### config.mk
export PLATFORM = sky130hd
export DESIGN_NAME = spike_rate_encoder
export DESIGN_NICKNAME = d
export VERILOG_FILES = /design/src/rtl/snn_pkg.sv /design/src/rtl/spike_lfsr.sv /design/src/rtl/spike_rate_encoder.sv
export SDC_FILE = /design/constraint.sdc
export NUM_CORES = 1
export LEC_CHECK = 0
export BUFFER_PORTS_ARGS = -buffer_cell sky130_fd_sc_hd__clkbuf_2
export CORE_MARGIN = 4
export CORE_UTILIZATION = 56
export DETAILED_ROUTE_END_ITERATION = 10
export PLACE_DENSITY = 0.77
export SYNTH_ARGS = -nofsm -noshare
export SYNTH_HDL_FRONTEND = slang
export SYNTH_HIERARCHICAL = 1
export SYNTH_SLANG_ARGS = --single-unit
### constraint.sdc
create_clock -name clk_i -period 3.5 [get_ports clk_i]
set_input_delay 0.525 -clock clk_i [delete_from_list [all_inputs] [get_ports clk_i]]
set_output_delay 0.525 -clock clk_i [all_outputs]
set_load 0.05 [all_outputs]
### src/rtl/snn_pkg.sv
// Shared types and helpers for the spiking-network front end.
package snn_pkg;

    typedef enum logic {
        ENC_STOCHASTIC    = 1'b0,
        ENC_DETERMINISTIC = 1'b1
    } enc_mode_e;

    typedef enum logic {
        ENC_IDLE = 1'b0,
        ENC_RUN  = 1'b1
    } enc_state_e;

    // Galois feedback mask for the 16-bit maximal-length polynomial x^16+x^14+x^13+x^11+1.
    localparam logic [15:0] LFSR_TAPS_16 = 16'hB400;

    // Spreads the base seed across channels so neighbouring lanes start decorrelated.
    function automatic logic [31:0] lfsrSeedRaw(input logic [31:0] baseSeed, input int unsigned idx);
        return baseSeed ^ (idx * 32'h0000_9E37);
    endfunction

endpackage

### src/rtl/spike_lfsr.sv
// Per-channel Galois LFSR used as the random source for stochastic rate coding.
module spike_lfsr
    import snn_pkg::*;
#(
    parameter int                LFSR_W   = 16,
    parameter logic [LFSR_W-1:0] TAPS     = LFSR_W'(LFSR_TAPS_16),
    parameter logic [LFSR_W-1:0] RST_SEED = LFSR_W'(1)
) (
    input  logic              clk_i,
    input  logic              rst_ni,
    input  logic [LFSR_W-1:0] seed_i,
    input  logic              load_i,
    input  logic              adv_i,
    output logic [LFSR_W-1:0] state_o
);

    logic [LFSR_W-1:0] state_q;
    logic [LFSR_W-1:0] state_d;

    // Loading a seed wins over advancing; a right shift folds the dropped bit back through the taps.
    always_comb begin
        state_d = state_q;
        if (load_i) begin
            state_d = seed_i;
        end else if (adv_i) begin
            state_d = (state_q >> 1) ^ (state_q[0] ? TAPS : '0);
        end
    end

    // State register, reseeded to a nonzero constant on reset so it can never lock up.
    always_ff @(posedge clk_i or negedge rst_ni) begin
        if (!rst_ni) begin
            state_q <= RST_SEED;
        end else begin
            state_q <= state_d;
        end
    end

    assign state_o = state_q;

endmodule

### src/rtl/spike_rate_encoder.sv
// Rate encoder: turns one sample of channel intensities into NUM_STEPS timesteps of spikes.
module spike_rate_encoder
    import snn_pkg::*;
#(
    parameter int                NUM_INPUTS = 16,
    parameter int                DATA_W     = 8,
    parameter int                NUM_STEPS  = 32,
    parameter int                LFSR_W     = 16,
    parameter logic [LFSR_W-1:0] SEED       = LFSR_W'(16'hACE1)
) (
    input  logic                         clk_i,
    input  logic                         rst_ni,
    input  logic                         data_valid_i,
    output logic                         data_ready_o,
    input  logic [NUM_INPUTS*DATA_W-1:0] data_i,
    input  logic                         mode_i,
    input  logic                         step_en_i,
    input  logic                         abort_i,
    output logic [NUM_INPUTS-1:0]        spikes_o,
    output logic                         spike_valid_o,
    output logic                         busy_o,
    output logic                         done_o
);

    localparam int CNT_W = $clog2(NUM_STEPS + 1);
    localparam logic [CNT_W-1:0] LAST_STEP = CNT_W'(NUM_STEPS - 1);

    enc_state_e state_q, state_d;
    enc_mode_e  mode_q,  mode_d;

    logic [CNT_W-1:0]                   stepCnt_q, stepCnt_d;
    logic [NUM_INPUTS-1:0][DATA_W-1:0]  val_q, val_d;
    logic [NUM_INPUTS-1:0][DATA_W-1:0]  acc_q, acc_d;
    logic [NUM_INPUTS-1:0]              spikes_q, spikes_d;
    logic                               spikeValid_q, spikeValid_d;
    logic                               done_q, done_d;

    logic [NUM_INPUTS-1:0][LFSR_W-1:0]  lfsrState;
    logic [NUM_INPUTS-1:0][DATA_W:0]    accSum;
    logic [NUM_INPUTS-1:0]              stepSpikes;
    logic                               lfsrLoad;
    logic                               lfsrAdv;

    for (genvar gi = 0; gi < NUM_INPUTS; gi++) begin : g_chan
        localparam logic [31:0]       RAW_SEED   = lfsrSeedRaw(32'(SEED), gi);
        localparam logic [LFSR_W-1:0] TRUNC_SEED = LFSR_W'(RAW_SEED);
        localparam logic [LFSR_W-1:0] CHAN_SEED  = (TRUNC_SEED == '0) ? LFSR_W'(1) : TRUNC_SEED;

        spike_lfsr #(
            .LFSR_W   (LFSR_W),
            .TAPS     (LFSR_W'(LFSR_TAPS_16)),
            .RST_SEED (CHAN_SEED)
        ) u_lfsr (
            .clk_i   (clk_i),
            .rst_ni  (rst_ni),
            .seed_i  (CHAN_SEED),
            .load_i  (lfsrLoad),
            .adv_i   (lfsrAdv),
            .state_o (lfsrState[gi])
        );

        // The accumulator carry-out is the deterministic spike; the low bits are the running remainder.
        assign accSum[gi]     = {1'b0, acc_q[gi]} + {1'b0, val_q[gi]};
        assign stepSpikes[gi] = (mode_q == ENC_DETERMINISTIC) ? accSum[gi][DATA_W]
                                                              : (lfsrState[gi][DATA_W-1:0] < val_q[gi]);
    end

    // Sequencing: capture a sample in IDLE, execute paced timesteps in RUN, abort beats a pending step.
    always_comb begin
        state_d      = state_q;
        mode_d       = mode_q;
        stepCnt_d    = stepCnt_q;
        val_d        = val_q;
        acc_d        = acc_q;
        spikes_d     = '0;
        spikeValid_d = 1'b0;
        done_d       = 1'b0;
        lfsrLoad     = 1'b0;
        lfsrAdv      = 1'b0;

        case (state_q)
            ENC_IDLE: begin
                if (data_valid_i) begin
                    val_d     = data_i;
                    mode_d    = mode_i ? ENC_DETERMINISTIC : ENC_STOCHASTIC;
                    acc_d     = '0;
                    stepCnt_d = '0;
                    lfsrLoad  = 1'b1;
                    state_d   = ENC_RUN;
                end
            end
            ENC_RUN: begin
                if (abort_i) begin
                    state_d = ENC_IDLE;
                end else if (step_en_i) begin
                    spikes_d     = stepSpikes;
                    spikeValid_d = 1'b1;
                    lfsrAdv      = 1'b1;
                    stepCnt_d    = stepCnt_q + CNT_W'(1);
                    if (mode_q == ENC_DETERMINISTIC) begin
                        for (int i = 0; i < NUM_INPUTS; i++) begin
                            acc_d[i] = accSum[i][DATA_W-1:0];
                        end
                    end
                    if (stepCnt_q == LAST_STEP) begin
                        done_d  = 1'b1;
                        state_d = ENC_IDLE;
                    end
                end
            end
            default: begin
                state_d = ENC_IDLE;
            end
        endcase
    end

    // All encoder state and the registered spike outputs; reset returns to an empty IDLE.
    always_ff @(posedge clk_i or negedge rst_ni) begin
        if (!rst_ni) begin
            state_q      <= ENC_IDLE;
            mode_q       <= ENC_STOCHASTIC;
            stepCnt_q    <= '0;
            val_q        <= '0;
            acc_q        <= '0;
            spikes_q     <= '0;
            spikeValid_q <= 1'b0;
            done_q       <= 1'b0;
        end else begin
            state_q      <= state_d;
            mode_q       <= mode_d;
            stepCnt_q    <= stepCnt_d;
            val_q        <= val_d;
            acc_q        <= acc_d;
            spikes_q     <= spikes_d;
            spikeValid_q <= spikeValid_d;
            done_q       <= done_d;
        end
    end

    assign data_ready_o  = (state_q == ENC_IDLE);
    assign busy_o        = (state_q == ENC_RUN);
    assign spikes_o      = spikes_q;
    assign spike_valid_o = spikeValid_q;
    assign done_o        = done_q;

endmodule

==> reports/metrics.yaml, run 1 <==
worst_hold_path:
  whs_path_depth: 3
  hp-start: "data_i[120]"
  holdPathEnd: "val_q[120]$_DFFE_PN0P_"
  hold_path.class: "in -> reg"
clock_tree:
  numCtsBuffers: 59
  ctsHtreeMaxLevel: 2
  hold_buffers: 1
  clock_latency_ps: 610
  cts_tree: "yes"
  postCtsSetupRepairBufs: 0
  clkSinkCount: 538
  cts.path.max_buffers: 3
  clock-root-buffer: "clkbuf_16"
  cts_resized: 0
  clkTransAtPathRegs_ps: 60
routing:
  vias: 22600
  wl_per_cell_um: 14.9
  route.detailed.drc: 0
  drt_iter0_drc: 1149
  drt_pass1_iterations: 5
  wirelength_mm: 63.0
  via_per_inst: 5.35
  ant_nets: 0
yosys:
  synth_xor_xnor_area_share_pct: 2.83
  yosysSeqAreaShare_pct: 44.0
  synth_common_cells: "nand2_1, dfrtp_1, o21ai_0"
  syn_inst: 3142
  yosysMostFrequentCell: "nand2_1"
  synthArstFlopShare_pct: 100
  synth_ff_type: "dfrtp_1"
  synth-edff-count: 0
  synth_top_area_share_pct: 33.1
  synth_compound_area_share_pct: 17.4
  yosys.area_share.simple_pct: 12.3
  synth_area_leaders: "dfrtp_1, dfstp_2, ha_1"
  synth_top_family_by_area: "compound AO/OA/AOI/OAI gates"
  yosys.area_share.adder_pct: 10.8
  yosysWarnings: 6
  synth-seq-cells: 538
  synthesis.area_mm2: 0.0309
  syn_avg_cell_area_um2: 9.85
  synth_cell_types: 55
  yosys.area.top_type: "dfrtp_1"
  muxShareOfSynthArea_pct: 6.76
floorplan:
  placementRows: 85
  start_util_pct: 57.1
  dieArea_mm2: 0.0591
  core_area_mm2: 0.0542
  die_w_um: 243
  pin_count: 154
  fp.dieH_um: 243
worst_setup_path:
  required_ps: 3990
  critPathArrivalTime_ps: 2940
  end_kind: "register"
  reg2reg_to: "acc_q[68]$_DFFE_PN0P_"
  cp_cell_sequence: "nand2b_1 -> or2_1 -> inv_16 -> nand2_8 -> buf_4 -> a211oi_1 -> a31o_2"
  ff2ff_setup_slack_ps: 1050
  startpoint_type: "register"
  critical_path_class: "reg -> reg"
  r2r-start: "busy_o$_DFF_PN0_"
  r2r_cells: 7
  cpMaxStageDelayCell: "or2_1"
  max_stage_delay_ps: 520
  path_max_fanout: 53
power:
  power.leakage_uw: 0.0160
  ir_worst_vdd_uv: 441
  power_density_mw_per_mm2: 587
timing:
  maxSlewViolCount: 0
  finalSetupTns_ps: 0
  post-route-period-util_pct: 70.1
  finClkSkew_ps: 12.2
  hold_violations: 0
  worst_slew_pin_slew_ps: 780
  layout_setup_ws_ps: 1050
  grt_setup_unrepaired: "false"
  period_needed_ps: 2450
  relSlewSlack_pct: 47.9
  hold-worst-slack_ps: 111
  setup_viol_count_final: 0
  fmax_mhz: 407
flow_run:
  cap_viol_max_count: 0
placement:
  gp_congestion: 0.786
  port-buffer-count: 153
  dpl.cell_count: 4114
  dp_hpwl_mm: 42.0
  dp_slack_ps: 843
global_route:
  grt_overflow_total: 0
  grt_pass1_wl_mm: 108
  grt_max_degree: 148
  track_usage_pct: 21.4
  grt_pass1_vias: 22600
  antenna_found_initial: 0
final_layout:
  layout-drive-gt1-share_pct: 13.9
  area_delta_synth_final_pct: 13.3
  instances_no_fill: 4226
  diodes: 0
  layout.nets: 3871
outcome:
  status: "completed"
area by class of cell:
type / count / area, um^2
Fill cell: 4351 / 19200
Multi-Input combinational cell: 2520 / 16500
Sequential cell: 538 / 13600
Clock buffer: 87 / 1760
Timing Repair Buffer: 194 / 1390
Tap cell: 696 / 871
Inverter: 167 / 651
Clock inverter: 24 / 277
kinds of logic (layout without fill, tap and decap cells):
group                    count (synthesis)  count (layout)
flip-flops                             538             538
adder cells (fa/ha/maj)                257             257
AO/OA/AOI/OAI                          858             858
multiplexers                           209             209
buffers and inverters                  338             472
other                                    2             256
AND/OR/NAND/NOR                        840             840
XOR/XNOR                               100             100
cell usage in the layout (no fill, tap or decap), drive strengths merged, types with 56 or more instances in the layout:
master,n
nand2,490
o21ai,456
dfrtp,409
conb,256
ha,241
clkbuf,239
mux2i,209
inv,166
dfstp,129
nand3,117
nor2,79
a21oi,75
a211oi,73
o211ai,56
worst max-delay path, delay by kind of cell (launching register included):
kind                   cells  cell delay, ps
buffers and inverters      2             560
AND/OR/NAND/NOR            3            1050
flip-flops                 1             400
AO/OA/AOI/OAI              2             280
per-layer routing:
metal,GRT usage (%),vias to the layer above,routed length (um)
li1,-,11500,-
met1,29.4,10700,29600
met2,36.1,254,30100
met3,2.76,96,1920
met4,5.84,0,1380
met5,0,-,0
flip-flops by register name (all words and copies together), names as in the netlist:
name	flops
acc_q	128
busy_o	1
done_o	1
g_chan.u_lfsr/state_o	256
mode_q	1
spike_valid_o	1
spikes_o	16
stepCnt_q	6
val_q	128
how the worst max path moves through the flow:
stage	start	to	slack [ps]	depth (start not counted)
after floorplan	busy_o$_DFF_PN0_	g_chan[0].u_lfsr/state_o[6]$_DFFE_PN1P_	420	9
after global placement	abort_i	acc_q[68]$_DFFE_PN0P_	880	8
after detailed placement	abort_i	spikes_o[8]$_DFF_PN0_	840	8
after CTS	busy_o$_DFF_PN0_	acc_q[68]$_DFFE_PN0P_	1050	7
after global routing	busy_o$_DFF_PN0_	acc_q[68]$_DFFE_PN0P_	860	7
final	busy_o$_DFF_PN0_	acc_q[68]$_DFFE_PN0P_	1050	7
through the flow:
step	util (%)	area (um^2)	total power (uW)
floorplan	-	31900	12800
global placement	60.9	33000	13900
detailed placement	60.9	33000	14200
CTS	64.6	35100	20800
global route	64.6	35100	22000
finish	64.6	35100	20600
where the power goes:
part	total, uW	internal (uW)	switching, uW
sequential	8740	7750	982
combinational	5370	2410	2960
clock	6470	3920	2560
total	20600	14100	6500
No activity file was read; power rests on OpenSTA's default activity.
==> inputs of run 2 (changes only) <==
CORE_UTILIZATION = 60   (was 56)
PLACE_DENSITY = 0.78   (was 0.77)
clock period = 2.26 ns   (was 3.5 ns; I/O delays follow)
==> reports/metrics.yaml, run 2 (synthesis results as in run 1) <==
outcome:
  status: "completed"
worst_setup_path:
  ff2ff_setup_slack_ps: 70
  critical_path_class: "reg -> reg"
  startpoint_type: "register"
  max_stage_delay_ps: 400
  required_ps: 2740
  cp_cell_sequence: "ha_1 -> fa_2 -> a21o_1 -> a311o_1 -> a21oi_2 -> xor2_1 -> o21ai_0"
  critPathArrivalTime_ps: 2680
  cpMaxStageDelayCell: "dfrtp_1"
  r2r-start: "val_q[120]$_DFFE_PN0P_"
  r2r_cells: 7
  path_max_fanout: 3
  end_kind: "register"
  reg2reg_to: "acc_q[126]$_DFFE_PN0P_"
final_layout:
  layout_commonest_cell: "nand2_1"
  diodes: 0
  utilization_pct: 72.7
  largest_reg_flops: 256
  layout.nets: 4033
  layout-drive-gt1-share_pct: 14.3
  instances_no_fill: 4364
  final_area_mm2: 0.0368
  layout_common_cells: "nand2_1, dfrtp_1, o21ai_0"
  area_delta_synth_final_pct: 18.9
timing:
  finalSetupTns_ps: 0
  relSlewSlack_pct: 64.4
  hold_violations: 0
  worst_slew_pin_slew_ps: 534
  grt_setup_unrepaired: "false"
  layout_setup_ws_ps: 66.5
  finClkSkew_ps: 8.81
  setup_viol_count_final: 0
  post-route-period-util_pct: 97.1
  maxSlewViolCount: 0
  period_needed_ps: 2190
  fmax_mhz: 456
clock_tree:
  clkTransAtPathRegs_ps: 60
  ctsHtreeMaxLevel: 2
  clkSinkCount: 538
  clock_latency_ps: 610
  cts.path.max_buffers: 3
  postCtsSetupRepairBufs: 0
  numCtsBuffers: 58
  clock-root-buffer: "clkbuf_16"
  cts_tree: "yes"
floorplan:
  dieArea_mm2: 0.0553
  die_w_um: 235
  core_area_mm2: 0.0506
  fp.dieH_um: 235
  placementRows: 82
  start_util_pct: 61.2
  pin_count: 154
placement:
  dp_hpwl_mm: 47.5
  dpl.cell_count: 4124
  gp_congestion: 0.887
  port-buffer-count: 153
  dp_slack_ps: 1.82
  placed_cell_area_mm2: 0.0334
power:
  power_density_mw_per_mm2: 889
  power.leakage_uw: 0.0168
  ir_worst_vdd_uv: 712
global_route:
  grt_max_degree: 91
  grt_pass1_vias: 24900
  antenna_found_initial: 1
  grt_overflow_total: 0
  track_usage_pct: 25.4
  grt_pass1_wl_mm: 120
routing:
  route.detailed.drc: 0
  via_per_inst: 5.55
  drt_iter0_drc: 1493
  drt_pass1_iterations: 5
  ant_nets: 0
  wirelength_mm: 70.7
  wl_per_cell_um: 16.2
  vias: 24200
flow_run:
  cap_viol_max_count: 0
worst_hold_path:
  hold_path.class: "in -> reg"
  holdPathEnd: "val_q[73]$_DFFE_PN0P_"
  hp-start: "data_i[73]"
  whs_path_depth: 3
run 2: cell count changes in the layout (fill, tap and decap cells not counted), moves of 3 or more:
cell,delta
clkinv_2,-5
clkbuf_8,+3
buf_4,+20
buf_12,+14
dlygate4sd3_1,+129
run 2: worst max path at each step:
stage / end / slack (ps) / from / depth (start not counted)
floorplan: g_chan[0].u_lfsr/state_o[6]$_DFFE_PN1P_ / 7 / busy_o$_DFF_PN0_ / 9
global placement: acc_q[126]$_DFFE_PN0P_ / 30 / val_q[120]$_DFFE_PN0P_ / 7
detailed placement: acc_q[126]$_DFFE_PN0P_ / 2 / val_q[120]$_DFFE_PN0P_ / 7
CTS: acc_q[126]$_DFFE_PN0P_ / 20 / val_q[120]$_DFFE_PN0P_ / 7
global route: acc_q[126]$_DFFE_PN0P_ / 6 / val_q[120]$_DFFE_PN0P_ / 7
finish: acc_q[126]$_DFFE_PN0P_ / 70 / val_q[120]$_DFFE_PN0P_ / 7
run 2: power by group:
group | switching [uW] | total, uW | internal [uW]
sequential | 1570 | 13600 | 12000
combinational | 4900 | 8920 | 4020
clock | 3940 | 10200 | 6270
total | 10400 | 32700 | 22300
run 2: critical path: cells and delay by family, from the launching register on:
family | cells | cell delay (ps)
AO/OA/AOI/OAI | 4 | 870
adder cells (fa/ha/maj) | 2 | 620
flip-flops | 1 | 400
XOR/XNOR | 1 | 170
run 2: through the flow:
| stage | hold WS (ps) | power, uW |
|---|---|---|
| final | 40.9 | 32700 |
| after global routing | 32.7 | 34800 |
| after CTS | 5.77 | 32800 |
| after detailed placement | 297 | 22300 |
| after global placement | 292 | 21600 |
| after floorplan | 43.4 | 19900 |
run 2: per-layer routing:
metal	share of wire [%]	track usage (%)	up-vias	routed length, um
met5	0	0	-	0
met4	2.7	7.81	0	1910
met3	5.0	4.16	163	3510
met2	49	42.9	581	34500
met1	44	34.0	11700	30800
li1	-	-	11800	-
run 2: final cells by class:
class / instances / area, um^2
inverters: 167 / 651
repair buffers: 357 / 3110
fillers: 3445 / 13800
clock buffers: 91 / 1810
multi-input cells: 2520 / 16500
flip-flops and latches: 538 / 13600
well taps: 672 / 841
clock inverters: 19 / 273
run 2: timing repair:
action	in CTS	in global routing
endpoints found under the hold margin	168	0
endpoints found under the setup margin	1	2
gates resized for setup	1	2
hold buffers	130	0
